File: src/rtl/alu_seq_fsm_pkg.sv
// Shared types and constants for the ALU instruction sequencer.
// Instruction layout (MSB first): opcode | param1 (dest/src-A) | param2 (src-B).
package alu_seq_pkg;

  localparam int INSTR_W_DEF     = 16;
  localparam int OPC_W_DEF       = 4;
  localparam int SEL_W_DEF       = 6;
  localparam int NUM_REGS_DEF    = 4;
  localparam int ALU_OPC_MIN_DEF = 9;

  // Field offsets expressed as multiples of SEL_W from bit 0.
  localparam int P2_FIELD_IDX = 0;
  localparam int P1_FIELD_IDX = 1;

  typedef enum logic [3:0] {
    IDLE    = 4'd0,
    FETCH_A = 4'd1,
    LOAD_A  = 4'd2,
    GAP     = 4'd3,
    FETCH_B = 4'd4,
    LOAD_B  = 4'd5,
    LATCH   = 4'd6,
    DRIVE   = 4'd7,
    WRITE   = 4'd8,
    DONE    = 4'd9,
    ERR     = 4'd10
  } state_t;

endpackage

File: src/rtl/alu_seq_fsm_if.sv
// Handshake and register/ALU bus controls between the instruction controller
// (master) and the sequencer (slave).
// Optional macro ALU_SEQ_IMM_EN adds the immediate-operand signals.
interface alu_seq_fsm_if
  import alu_seq_pkg::*;
#(
  parameter int INSTR_W  = INSTR_W_DEF,
  parameter int OPC_W    = OPC_W_DEF,
  parameter int SEL_W    = SEL_W_DEF,
  parameter int NUM_REGS = NUM_REGS_DEF
) ();

  logic                start;
  logic [INSTR_W-1:0]  instr;
  logic                busy;
  logic                done;
  logic                err;
  logic [OPC_W-1:0]    alu_op;
  logic                pc_inc;
  logic [NUM_REGS-1:0] reg_out;
  logic [NUM_REGS-1:0] reg_in;
  logic                alu_in1;
  logic                alu_in2;
  logic                alu_latch;
  logic                alu_out_en;
`ifdef ALU_SEQ_IMM_EN
  logic                imm_en;
  logic [SEL_W-2:0]    imm_val;
`endif

  modport master (
    output start, output instr,
    input  busy, input done, input err, input alu_op, input pc_inc,
    input  reg_out, input reg_in, input alu_in1, input alu_in2,
    input  alu_latch, input alu_out_en
`ifdef ALU_SEQ_IMM_EN
    , input imm_en, input imm_val
`endif
  );

  modport slave (
    input  start, input instr,
    output busy, output done, output err, output alu_op, output pc_inc,
    output reg_out, output reg_in, output alu_in1, output alu_in2,
    output alu_latch, output alu_out_en
`ifdef ALU_SEQ_IMM_EN
    , output imm_en, output imm_val
`endif
  );

endinterface

File: src/rtl/alu_seq_fsm_reg_sel_decode.sv
// Register-select field decoder: one-hot enable vector plus a valid flag that
// is low when the field names a register that does not exist.
module reg_sel_decode
  import alu_seq_pkg::*;
#(
  parameter int SEL_W    = SEL_W_DEF,
  parameter int NUM_REGS = NUM_REGS_DEF
) (
  input  logic [SEL_W-1:0]    i_field,
  output logic [NUM_REGS-1:0] o_onehot,
  output logic                o_valid
);

  logic [NUM_REGS-1:0] w_onehot;

  // Compare the field against every implemented register index.
  always_comb begin
    w_onehot = {NUM_REGS{1'b0}};
    for (int k = 0; k < NUM_REGS; k++) begin
      w_onehot[k] = (i_field == SEL_W'(k));
    end
  end

  // No match means the field points past the register file.
  assign o_onehot = w_onehot;
  assign o_valid  = |w_onehot;

endmodule

File: src/rtl/alu_seq_fsm.sv
// ALU instruction sequencer: accepts one instruction on a start handshake and
// steps the register file / ALU through read-A, read-B, compute, write-back.
// All outputs are registered and reflect the state being entered.
// Optional macro ALU_SEQ_IMM_EN: param2 with its MSB set is an immediate,
// FETCH_B is skipped and LOAD_B drives imm_en/imm_val instead of a register.
module alu_seq_fsm
  import alu_seq_pkg::*;
#(
  parameter int INSTR_W     = INSTR_W_DEF,
  parameter int OPC_W       = OPC_W_DEF,
  parameter int SEL_W       = SEL_W_DEF,
  parameter int NUM_REGS    = NUM_REGS_DEF,
  parameter int ALU_OPC_MIN = ALU_OPC_MIN_DEF
) (
  input logic      clk,
  input logic      rst,
  alu_seq_fsm_if.slave bus
);

  state_t              r_state;
  logic [INSTR_W-1:0]  r_instr;
  logic                r_busy, r_done, r_err, r_pc_inc;
  logic [OPC_W-1:0]    r_alu_op;
  logic [NUM_REGS-1:0] r_reg_out, r_reg_in;
  logic                r_alu_in1, r_alu_in2, r_alu_latch, r_alu_out_en;
`ifdef ALU_SEQ_IMM_EN
  logic                r_imm_en;
  logic [SEL_W-2:0]    r_imm_val;
`endif

  logic [INSTR_W-1:0]  w_instr_src;
  logic [OPC_W-1:0]    w_opc;
  logic [SEL_W-1:0]    w_p1_field, w_p2_field;
  logic [NUM_REGS-1:0] w_p1_oh, w_p2_oh;
  logic                w_p1_valid, w_p2_valid, w_imm_flag;
  logic                w_accept, w_legal;

  // In IDLE the fields come straight from the bus so the first strobes can be
  // registered on the accept edge; afterwards the latched copy is used.
  assign w_instr_src = (r_state == IDLE) ? bus.instr : r_instr;
  assign w_opc       = w_instr_src[INSTR_W-1 -: OPC_W];
  assign w_p1_field  = w_instr_src[P1_FIELD_IDX*SEL_W +: SEL_W];
  assign w_p2_field  = w_instr_src[P2_FIELD_IDX*SEL_W +: SEL_W];
`ifdef ALU_SEQ_IMM_EN
  assign w_imm_flag  = w_p2_field[SEL_W-1];
`else
  assign w_imm_flag  = 1'b0;
`endif
  assign w_accept    = bus.start & (w_opc >= OPC_W'(ALU_OPC_MIN));
  assign w_legal     = w_p1_valid & (w_p2_valid | w_imm_flag);

  reg_sel_decode #(.SEL_W(SEL_W), .NUM_REGS(NUM_REGS)) u_dec_p1 (
    .i_field (w_p1_field),
    .o_onehot(w_p1_oh),
    .o_valid (w_p1_valid)
  );

  reg_sel_decode #(.SEL_W(SEL_W), .NUM_REGS(NUM_REGS)) u_dec_p2 (
    .i_field (w_p2_field),
    .o_onehot(w_p2_oh),
    .o_valid (w_p2_valid)
  );

  // Sequencer state plus registered strobes for the state being entered.
  always_ff @(posedge clk or posedge rst) begin
    if (rst) begin
      r_state      <= IDLE;
      r_instr      <= {INSTR_W{1'b0}};
      r_busy       <= 1'b0;
      r_done       <= 1'b0;
      r_err        <= 1'b0;
      r_pc_inc     <= 1'b0;
      r_alu_op     <= {OPC_W{1'b0}};
      r_reg_out    <= {NUM_REGS{1'b0}};
      r_reg_in     <= {NUM_REGS{1'b0}};
      r_alu_in1    <= 1'b0;
      r_alu_in2    <= 1'b0;
      r_alu_latch  <= 1'b0;
      r_alu_out_en <= 1'b0;
`ifdef ALU_SEQ_IMM_EN
      r_imm_en     <= 1'b0;
      r_imm_val    <= {(SEL_W-1){1'b0}};
`endif
    end else begin
      // Strobes default low; busy stays high until a terminal state exits.
      r_busy       <= 1'b1;
      r_done       <= 1'b0;
      r_err        <= 1'b0;
      r_pc_inc     <= 1'b0;
      r_reg_out    <= {NUM_REGS{1'b0}};
      r_reg_in     <= {NUM_REGS{1'b0}};
      r_alu_in1    <= 1'b0;
      r_alu_in2    <= 1'b0;
      r_alu_latch  <= 1'b0;
      r_alu_out_en <= 1'b0;
`ifdef ALU_SEQ_IMM_EN
      r_imm_en     <= 1'b0;
      r_imm_val    <= {(SEL_W-1){1'b0}};
`endif
      case (r_state)
        IDLE: begin
          if (w_accept && w_legal) begin
            r_state   <= FETCH_A;
            r_instr   <= bus.instr;
            r_alu_op  <= w_opc;
            r_pc_inc  <= 1'b1;
            r_reg_out <= w_p1_oh;
          end else if (w_accept) begin
            r_state   <= ERR;
            r_instr   <= bus.instr;
            r_alu_op  <= w_opc;
            r_pc_inc  <= 1'b1;
            r_done    <= 1'b1;
            r_err     <= 1'b1;
          end else begin
            r_state   <= IDLE;
            r_busy    <= 1'b0;
            r_alu_op  <= {OPC_W{1'b0}};
          end
        end
        FETCH_A: begin
          r_state   <= LOAD_A;
          r_reg_out <= w_p1_oh;
          r_alu_in1 <= 1'b1;
        end
        LOAD_A: begin
          r_state <= GAP;
        end
        GAP: begin
          if (w_imm_flag) begin
            r_state   <= LOAD_B;
            r_alu_in2 <= 1'b1;
`ifdef ALU_SEQ_IMM_EN
            r_imm_en  <= 1'b1;
            r_imm_val <= w_p2_field[SEL_W-2:0];
`endif
          end else begin
            r_state   <= FETCH_B;
            r_reg_out <= w_p2_oh;
          end
        end
        FETCH_B: begin
          r_state   <= LOAD_B;
          r_reg_out <= w_p2_oh;
          r_alu_in2 <= 1'b1;
        end
        LOAD_B: begin
          r_state     <= LATCH;
          r_alu_latch <= 1'b1;
        end
        LATCH: begin
          r_state      <= DRIVE;
          r_alu_out_en <= 1'b1;
        end
        DRIVE: begin
          r_state      <= WRITE;
          r_alu_out_en <= 1'b1;
          r_reg_in     <= w_p1_oh;
        end
        WRITE: begin
          r_state <= DONE;
          r_done  <= 1'b1;
        end
        DONE, ERR: begin
          r_state  <= IDLE;
          r_busy   <= 1'b0;
          r_alu_op <= {OPC_W{1'b0}};
        end
        default: begin
          r_state  <= IDLE;
          r_busy   <= 1'b0;
          r_alu_op <= {OPC_W{1'b0}};
        end
      endcase
    end
  end

  assign bus.busy       = r_busy;
  assign bus.done       = r_done;
  assign bus.err        = r_err;
  assign bus.alu_op     = r_alu_op;
  assign bus.pc_inc     = r_pc_inc;
  assign bus.reg_out    = r_reg_out;
  assign bus.reg_in     = r_reg_in;
  assign bus.alu_in1    = r_alu_in1;
  assign bus.alu_in2    = r_alu_in2;
  assign bus.alu_latch  = r_alu_latch;
  assign bus.alu_out_en = r_alu_out_en;
`ifdef ALU_SEQ_IMM_EN
  assign bus.imm_en     = r_imm_en;
  assign bus.imm_val    = r_imm_val;
`endif

endmodule

File: src/flat_wrapper.sv
// flat-port wrapper written by rule: the top's interface ports become plain ports
module alu_seq_fsm_flat import alu_seq_pkg::*;
#(
  parameter int INSTR_W     = INSTR_W_DEF,
  parameter int OPC_W       = OPC_W_DEF,
  parameter int SEL_W       = SEL_W_DEF,
  parameter int NUM_REGS    = NUM_REGS_DEF,
  parameter int ALU_OPC_MIN = ALU_OPC_MIN_DEF
)
  (clk, rst, bus_start, bus_instr, bus_busy, bus_done, bus_err, bus_alu_op, bus_pc_inc, bus_reg_out, bus_reg_in, bus_alu_in1, bus_alu_in2, bus_alu_latch, bus_alu_out_en);
  alu_seq_fsm_if #(.INSTR_W(INSTR_W), .OPC_W(OPC_W), .SEL_W(SEL_W), .NUM_REGS(NUM_REGS)) bus_i ();
  input logic clk;
  input logic rst;
  input wire logic [$bits(bus_i.start)-1:0] bus_start;
  input wire logic [$bits(bus_i.instr)-1:0] bus_instr;
  output wire logic [$bits(bus_i.busy)-1:0] bus_busy;
  output wire logic [$bits(bus_i.done)-1:0] bus_done;
  output wire logic [$bits(bus_i.err)-1:0] bus_err;
  output wire logic [$bits(bus_i.alu_op)-1:0] bus_alu_op;
  output wire logic [$bits(bus_i.pc_inc)-1:0] bus_pc_inc;
  output wire logic [$bits(bus_i.reg_out)-1:0] bus_reg_out;
  output wire logic [$bits(bus_i.reg_in)-1:0] bus_reg_in;
  output wire logic [$bits(bus_i.alu_in1)-1:0] bus_alu_in1;
  output wire logic [$bits(bus_i.alu_in2)-1:0] bus_alu_in2;
  output wire logic [$bits(bus_i.alu_latch)-1:0] bus_alu_latch;
  output wire logic [$bits(bus_i.alu_out_en)-1:0] bus_alu_out_en;
  assign bus_i.start = bus_start;
  assign bus_i.instr = bus_instr;
  assign bus_busy = bus_i.busy;
  assign bus_done = bus_i.done;
  assign bus_err = bus_i.err;
  assign bus_alu_op = bus_i.alu_op;
  assign bus_pc_inc = bus_i.pc_inc;
  assign bus_reg_out = bus_i.reg_out;
  assign bus_reg_in = bus_i.reg_in;
  assign bus_alu_in1 = bus_i.alu_in1;
  assign bus_alu_in2 = bus_i.alu_in2;
  assign bus_alu_latch = bus_i.alu_latch;
  assign bus_alu_out_en = bus_i.alu_out_en;
  alu_seq_fsm #(.INSTR_W(INSTR_W), .OPC_W(OPC_W), .SEL_W(SEL_W), .NUM_REGS(NUM_REGS), .ALU_OPC_MIN(ALU_OPC_MIN)) u_core (.clk(clk), .rst(rst), .bus(bus_i));
endmodule
File: config.mk
export PLATFORM = sky130hd
export DESIGN_NAME = alu_seq_fsm_flat
export DESIGN_NICKNAME = d
export VERILOG_FILES = /design/src/rtl/alu_seq_fsm_pkg.sv /design/src/rtl/alu_seq_fsm_if.sv /design/src/rtl/alu_seq_fsm_reg_sel_decode.sv /design/src/rtl/alu_seq_fsm.sv /design/src/flat_wrapper.sv
export SDC_FILE = /design/constraint.sdc
export NUM_CORES = 1
export LEC_CHECK = 0
export ABC_AREA = 1
export ABC_CLOCK_PERIOD_IN_PS = 2300
export BUFFER_PORTS_ARGS = -buffer_cell sky130_fd_sc_hd__buf_2
export CAP_MARGIN = 20
export CORE_MARGIN = 2
export CORE_UTILIZATION = 37
export CTS_CLUSTER_DIAMETER = 30
export DETAILED_ROUTE_END_ITERATION = 8
export HOLD_SLACK_MARGIN = 0.08
export SLEW_MARGIN = 20
export SYNTH_ARGS = -nofsm -noshare
export SYNTH_HDL_FRONTEND = slang
export SYNTH_HIERARCHICAL = 1
export SYNTH_SLANG_ARGS = --single-unit
File: constraint.sdc
create_clock -name clk -period 2.3 [get_ports clk]
set_input_delay 0.23 -clock clk [delete_from_list [all_inputs] [get_ports clk]]
set_output_delay 0.23 -clock clk [all_outputs]
set_load 0.01 [all_outputs]
# Yosys cells after proc, flatten, opt, wreduce, memory -nomap -nowiden
# Index checks and enable logic that the tools add are counted.
classes:
  n_lt_le_gt_ge: 1
  eq_ne: 14
  n_mux: 23
  bitwise: 2
  n_reduce_logical: 11
ops:
  columns: ["cell", "n"]
  rows:
  - ["16-bit 2-to-1 mux", 3]
  - ["4-bit case mux with 9 select lines", 1]
  - ["6-bit by 2-bit equality test with 1-bit output (second input constant)", 4]
  - ["4-bit 2-to-1 mux", 6]
  - ["4-bit by 3-bit equality test with 1-bit output (second input constant)", 4]
  - ["6-bit by 1-bit equality test with 1-bit output (second input constant)", 2]
  - ["6-bit logical NOT", 2]
  - ["4-bit case mux with 3 select lines", 1]
  - ["1-bit 2-to-1 mux", 9]
  - ["4-bit by 2-bit equality test with 1-bit output (second input constant)", 2]
  - ["4-bit case mux with 2 select lines", 1]
  - ["4-bit OR reduction", 2]
  - ["8-bit OR reduction", 1]
  - ["4-bit by 1-bit equality test with 1-bit output (second input constant)", 1]
  - ["4-bit equality test (second input constant)", 1]
  - ["4-bit greater-or-equal comparator (second input constant)", 1]
  - ["4-bit logical NOT", 1]
  - ["1-bit case mux with 2 select lines", 2]
  - ["2-bit OR reduction", 2]
  - ["1-bit AND", 2]
  - ["2-bit AND reduction", 1]
  - ["2-bit nonzero test", 1]
  - ["1-bit logical AND", 1]
word_totals:
  reg_bits: 40
  in_bits: 19
  output_inout_bits: 20
  wordCells: 64

# Longest topological paths before layout
depth:
  depth_word: 8
  ltp_mapped: 15
  mapped_depth_nobuf: 13

# Hierarchy
# The synthesis kept the hierarchy.
modules_own_cells:
  columns: ["mod", "n_inst", "cells_each", "area_each_um2", "seq_area_each_um2"]
  rows:
  - ["alu_seq_fsm", 1, 177, 1607.8, 900.9]
  - ["reg_sel_decode", 2, 14, 52.6, 0.0]

# Worst setup path before layout
# Ideal clock, no wire load.
synth_path:
  kind: "register to register"
  start: "reg u_core.r_state[2]"
  end: "reg u_core.r_reg_out[0], in the netlist u_core/bus.reg_out[0]"
  setup_time_ns: 0.065
  arrival_time_ns: 1.684
  required_ns: 2.235
  slack_ns: 0.551
  stages_incl_launch_ff: 16
  n_path_buf: 2
  synth_period_minus_slack_ns: 1.749
  path_cell_list: "dfrtp_1 nor2_4 nand2_2 buf_4 buf_6 nand2_1 o21ai_0 nor2_1 nand2_1 inv_1 nand2_1 inv_1 nand3_1 nand2_1 nand2_1 nand2_1"
synth_between:
  elab_chain_cells: 8
  word_cells_on_any_way: 22
  cone_classes: "1 x order compare; 9 x eq/ne; 3 x mux; 2 x bitwise; 7 x reduce/logical"
synth_lines:
  columns: ["element", "line", "rtl"]
  rows:
  - ["start: declaration", "alu_seq_fsm.sv:20", "state_t r_state;"]
  - ["start signal: assignment", "alu_seq_fsm.sv:67", "r_state <= IDLE;"]
  - ["start signal: assignment", "alu_seq_fsm.sv:103", "r_state <= FETCH_A;"]
  - ["start signal: assignment", "alu_seq_fsm.sv:109", "r_state <= ERR;"]
  - ["4-bit logical NOT *", "alu_seq_fsm.sv:40", "assign w_instr_src = (r_state == IDLE) ? bus.instr : r_instr;"]
  - ["16-bit 2-to-1 mux *", "alu_seq_fsm.sv:40", null]
  - ["net u_core.w_instr_src[9]", "alu_seq_fsm.sv:31", "logic [INSTR_W-1:0] w_instr_src;"]
  - ["6-bit by 1-bit equality test with 1-bit output (tied with other cells)", "alu_seq_fsm_reg_sel_decode.sv:20", "w_onehot[k] = (i_field == SEL_W'(k));"]
  - ["4-bit OR reduction *", "alu_seq_fsm_reg_sel_decode.sv:26", "assign o_valid = |w_onehot;"]
  - ["net u_core.w_p1_valid", "alu_seq_fsm.sv:35", "logic w_p1_valid, w_p2_valid, w_imm_flag;"]
  - ["1-bit AND *", "alu_seq_fsm.sv:50", "assign w_legal = w_p1_valid & (w_p2_valid | w_imm_flag);"]
  - ["1-bit logical AND *", "alu_seq_fsm.sv:102", "if (w_accept && w_legal) begin"]
  - ["4-bit 2-to-1 mux *", "alu_seq_fsm.sv:102", null]
  - ["4-bit case mux with 3 select lines *", "alu_seq_fsm.sv:100", "case (r_state)"]
  - ["end signal: assignment", "alu_seq_fsm.sv:74", "r_reg_out <= {NUM_REGS{1'b0}};"]
  - ["end signal: assignment", "alu_seq_fsm.sv:107", "r_reg_out <= w_p1_oh;"]
  - ["end signal: assignment", "alu_seq_fsm.sv:123", "r_reg_out <= w_p1_oh;"]
  - ["end: declaration", "alu_seq_fsm.sv:24", "logic [NUM_REGS-1:0] r_reg_out, r_reg_in;"]
# Mark *: on every way through the listed nets, which the timed path passes. The rest lies on a longest branch.
# A chain may end at the register's enable or synchronous reset.

# Worst setup path after layout
layout_path:
  start: "reg u_core.r_state[2]"
  end: "reg u_core.r_reg_out[2], in the netlist u_core/bus.reg_out[2]"
# The elaborated chain is that of the path after synthesis.

==> impl_metrics.ini <==
[outcome]
status = complete, no violations

[placement]
gp_congestion = 0.8266
place_area_um2 = 1919
dp_hpwl_um = 2224
placed_cells = 290
io_buffers = 38

[detailed_routing]
drt-wirelength-per-cell_um = 10.53
dr.pass1.iters = 4
drtIter0Drc = 43
viasPerCell = 4.438
wirelength_um = 3149
drtAntennaViolNets = 0
vias = 1327
drc = 0

[die]
die_h_um = 72.04
fp.coreArea_um2 = 4414
die_area_um2 = 5190
ioPinCount = 39
start_util_pct = 38.80
die_x_um = 72.04
rows = 24

[pwr]
p_sw_share_pct = 40.88
p_clk_share_pct = 18.5
p_per_area_nw_per_um2 = 1228
p_int_mw = 1.466
power_leakage_nw = 1.173
p_switching_mw = 1.014
ir_drop_v = 0.0005620
p_seq_share_pct = 39.6
report.power.total_mw = 2.479
power_frac_comb_pct = 41.9

[synth]
syn-instance-count = 205
synth_cell_types = 18
synth_warnings = 6
yosysSeqAreaShare_pct = 52.59
avgSynthCellArea_um2 = 8.356
synth_area_um2 = 1713
ys_seq_elements = 36
syn-num-nets = 224

[clocking]
htreeDepth = 2
cts_buffers = 5
clkLatencyLatePin_ps = 290
clkTransAtPathRegs_ps = 70
clock_sinks = 36
cts_tree = yes
cts_resized = 0
max-clock-path-buffers = 2
cts_root_buf = clkbuf_8

[setup_path]
crit_fanout = 30
critical_path_class = flop to flop
worst_setup_path_end_kind = flop
critical_path_required_ps = 2480
crit_arrival_ps = 2210
start_kind = flop

[layout]
utilization_pct = 45.75
fin_area_um2 = 2019
diodes = 0
drive_above_1_share_pct = 26.72
layout_common_cells = 58 x nand2_1, 38 x buf_2, 37 x inv_1
final_cells = 299
area_growth_pct = 17.90
final_nets = 265
final_common_cell = nand2_1

[global_routing]
grt_pass1_wl_um = 5188
grt.overflow.total = 0
antenna_found_initial = 0
grt_max_degree = 37
grt_pass1_vias = 1149
track_usage_pct = 13.30

[timing]
min_period_ps = 2035
setup-tns-final_ps = 0
setup_viol = 0
finalMaxSlewViolations = 0
fmax_mhz = 491.5
rsz0062_at_grt = false
max_slew_margin_pct = 66.46
fin_crit_sh_pct = 88.46
skew_ps = 3.775
tightest_slew_ps = 501.3
hold_viol = 0

[run]
drv_cap = 0

[hold_path]
min_path_type = input port to flop
## stage by stage
step / worst slack [ps] / hold slack, ps
after global routing: 43.40 / 185.3
after global placement: 346.0 / 359.1
after CTS: 270.5 / 179.4
after floorplan: 551.1 / 379.7
final: 265.5 / 196.4
after detailed placement: 282.5 / 366.2
## Yosys cell counts
master / count / area (um^2)
inv_2: 1 / 3.750
inv_1: 37 / 138.9
nand3_1: 11 / 55.05
nor2_2: 1 / 6.260
nand2_4: 1 / 11.26
nor2_1: 18 / 67.56
o21ai_1: 2 / 10.01
dfrtp_1: 36 / 900.9
clkbuf_1: 1 / 3.750
nor2_4: 3 / 33.78
nor3_1: 2 / 10.01
nand2_1: 58 / 217.7
buf_4: 1 / 7.510
nand2_2: 1 / 6.260
buf_6: 4 / 45.04
o21ai_2: 14 / 122.6
o21ai_0: 13 / 65.06
o211ai_1: 1 / 7.510
## cell families after synthesis
family | count (synthesis) | synth area share (%)
compound gates | 30 | 11.98
buf+inv | 44 | 11.61
flops | 36 | 52.59
simple gates | 95 | 23.81
## power by group through the flow
stage	clock [mW]	combinational, mW	sequential, mW
after CTS	0.487	1.05	0.981
after detailed placement	0	1.05	0.991
after global placement	0	1.03	0.988
final	0.458	1.04	0.982
after floorplan	0	0.805	1.02
after global routing	0.506	1.19	1.01
## path summary, 6_finish.rpt
check | start | to | slack, ps | cells after the start
min in group asynchronous | rst | u_core/r_instr[4] | 590 | 4
max in group asynchronous | rst | u_core/r_instr[1] | 1400 | 4
worst max-delay path | u_core/r_state[2] | u_core/bus.reg_out[2] | 270 | 12
worst max register to register | u_core/r_state[2] | u_core/bus.reg_out[2] | 270 | 12
worst min register to register | u_core/r_instr[5] | u_core/r_instr[5] | 490 | 2
worst min-delay path | bus_instr[4] | u_core/r_instr[4] | 200 | 3
## sequential cells by signal (all words and copies together) (netlist names), 4 cells and up
register	cells
u_core/bus.alu_op	4
u_core/bus.reg_in	4
u_core/bus.reg_out	4
u_core/r_instr	12
u_core/r_state	4
## layout make-up
type / count / area (um^2)
well taps: 52 / 65.06
repair buffers: 40 / 207.7
flip-flops and latches: 36 / 900.9
fillers: 447 / 2395
multi-input cells: 125 / 613.1
clock buffers: 8 / 90.09
inverters: 38 / 142.6
## timing repair
action / in CTS / in global routing
setup buffers: 0 / 0
hold buffers: 1 / 0
endpoints found under the hold margin: 36 / 0
## layer usage
layer	part of all wire (%)	up-vias	global-route usage (%)
met4	2.2	0	6.918
met3	4.8	7	4.583
li1	-	706	-
met5	0	-	0
met1	50	587	16.74
met2	43	27	20.27
## worst max-delay path: stages (launching register included)
cell     delay, ps
dfrtp_1        460
nor2_4         130
nand2_2        310
o21ai_0        300
nor2_1          70
nand2_1        150
inv_1           60
nand2_1         60
inv_1           50
nand3_1        100
nand2_1        110
nand2_1         70
nand2_1         50
Note: power is estimated with default switching activity, not from simulation.
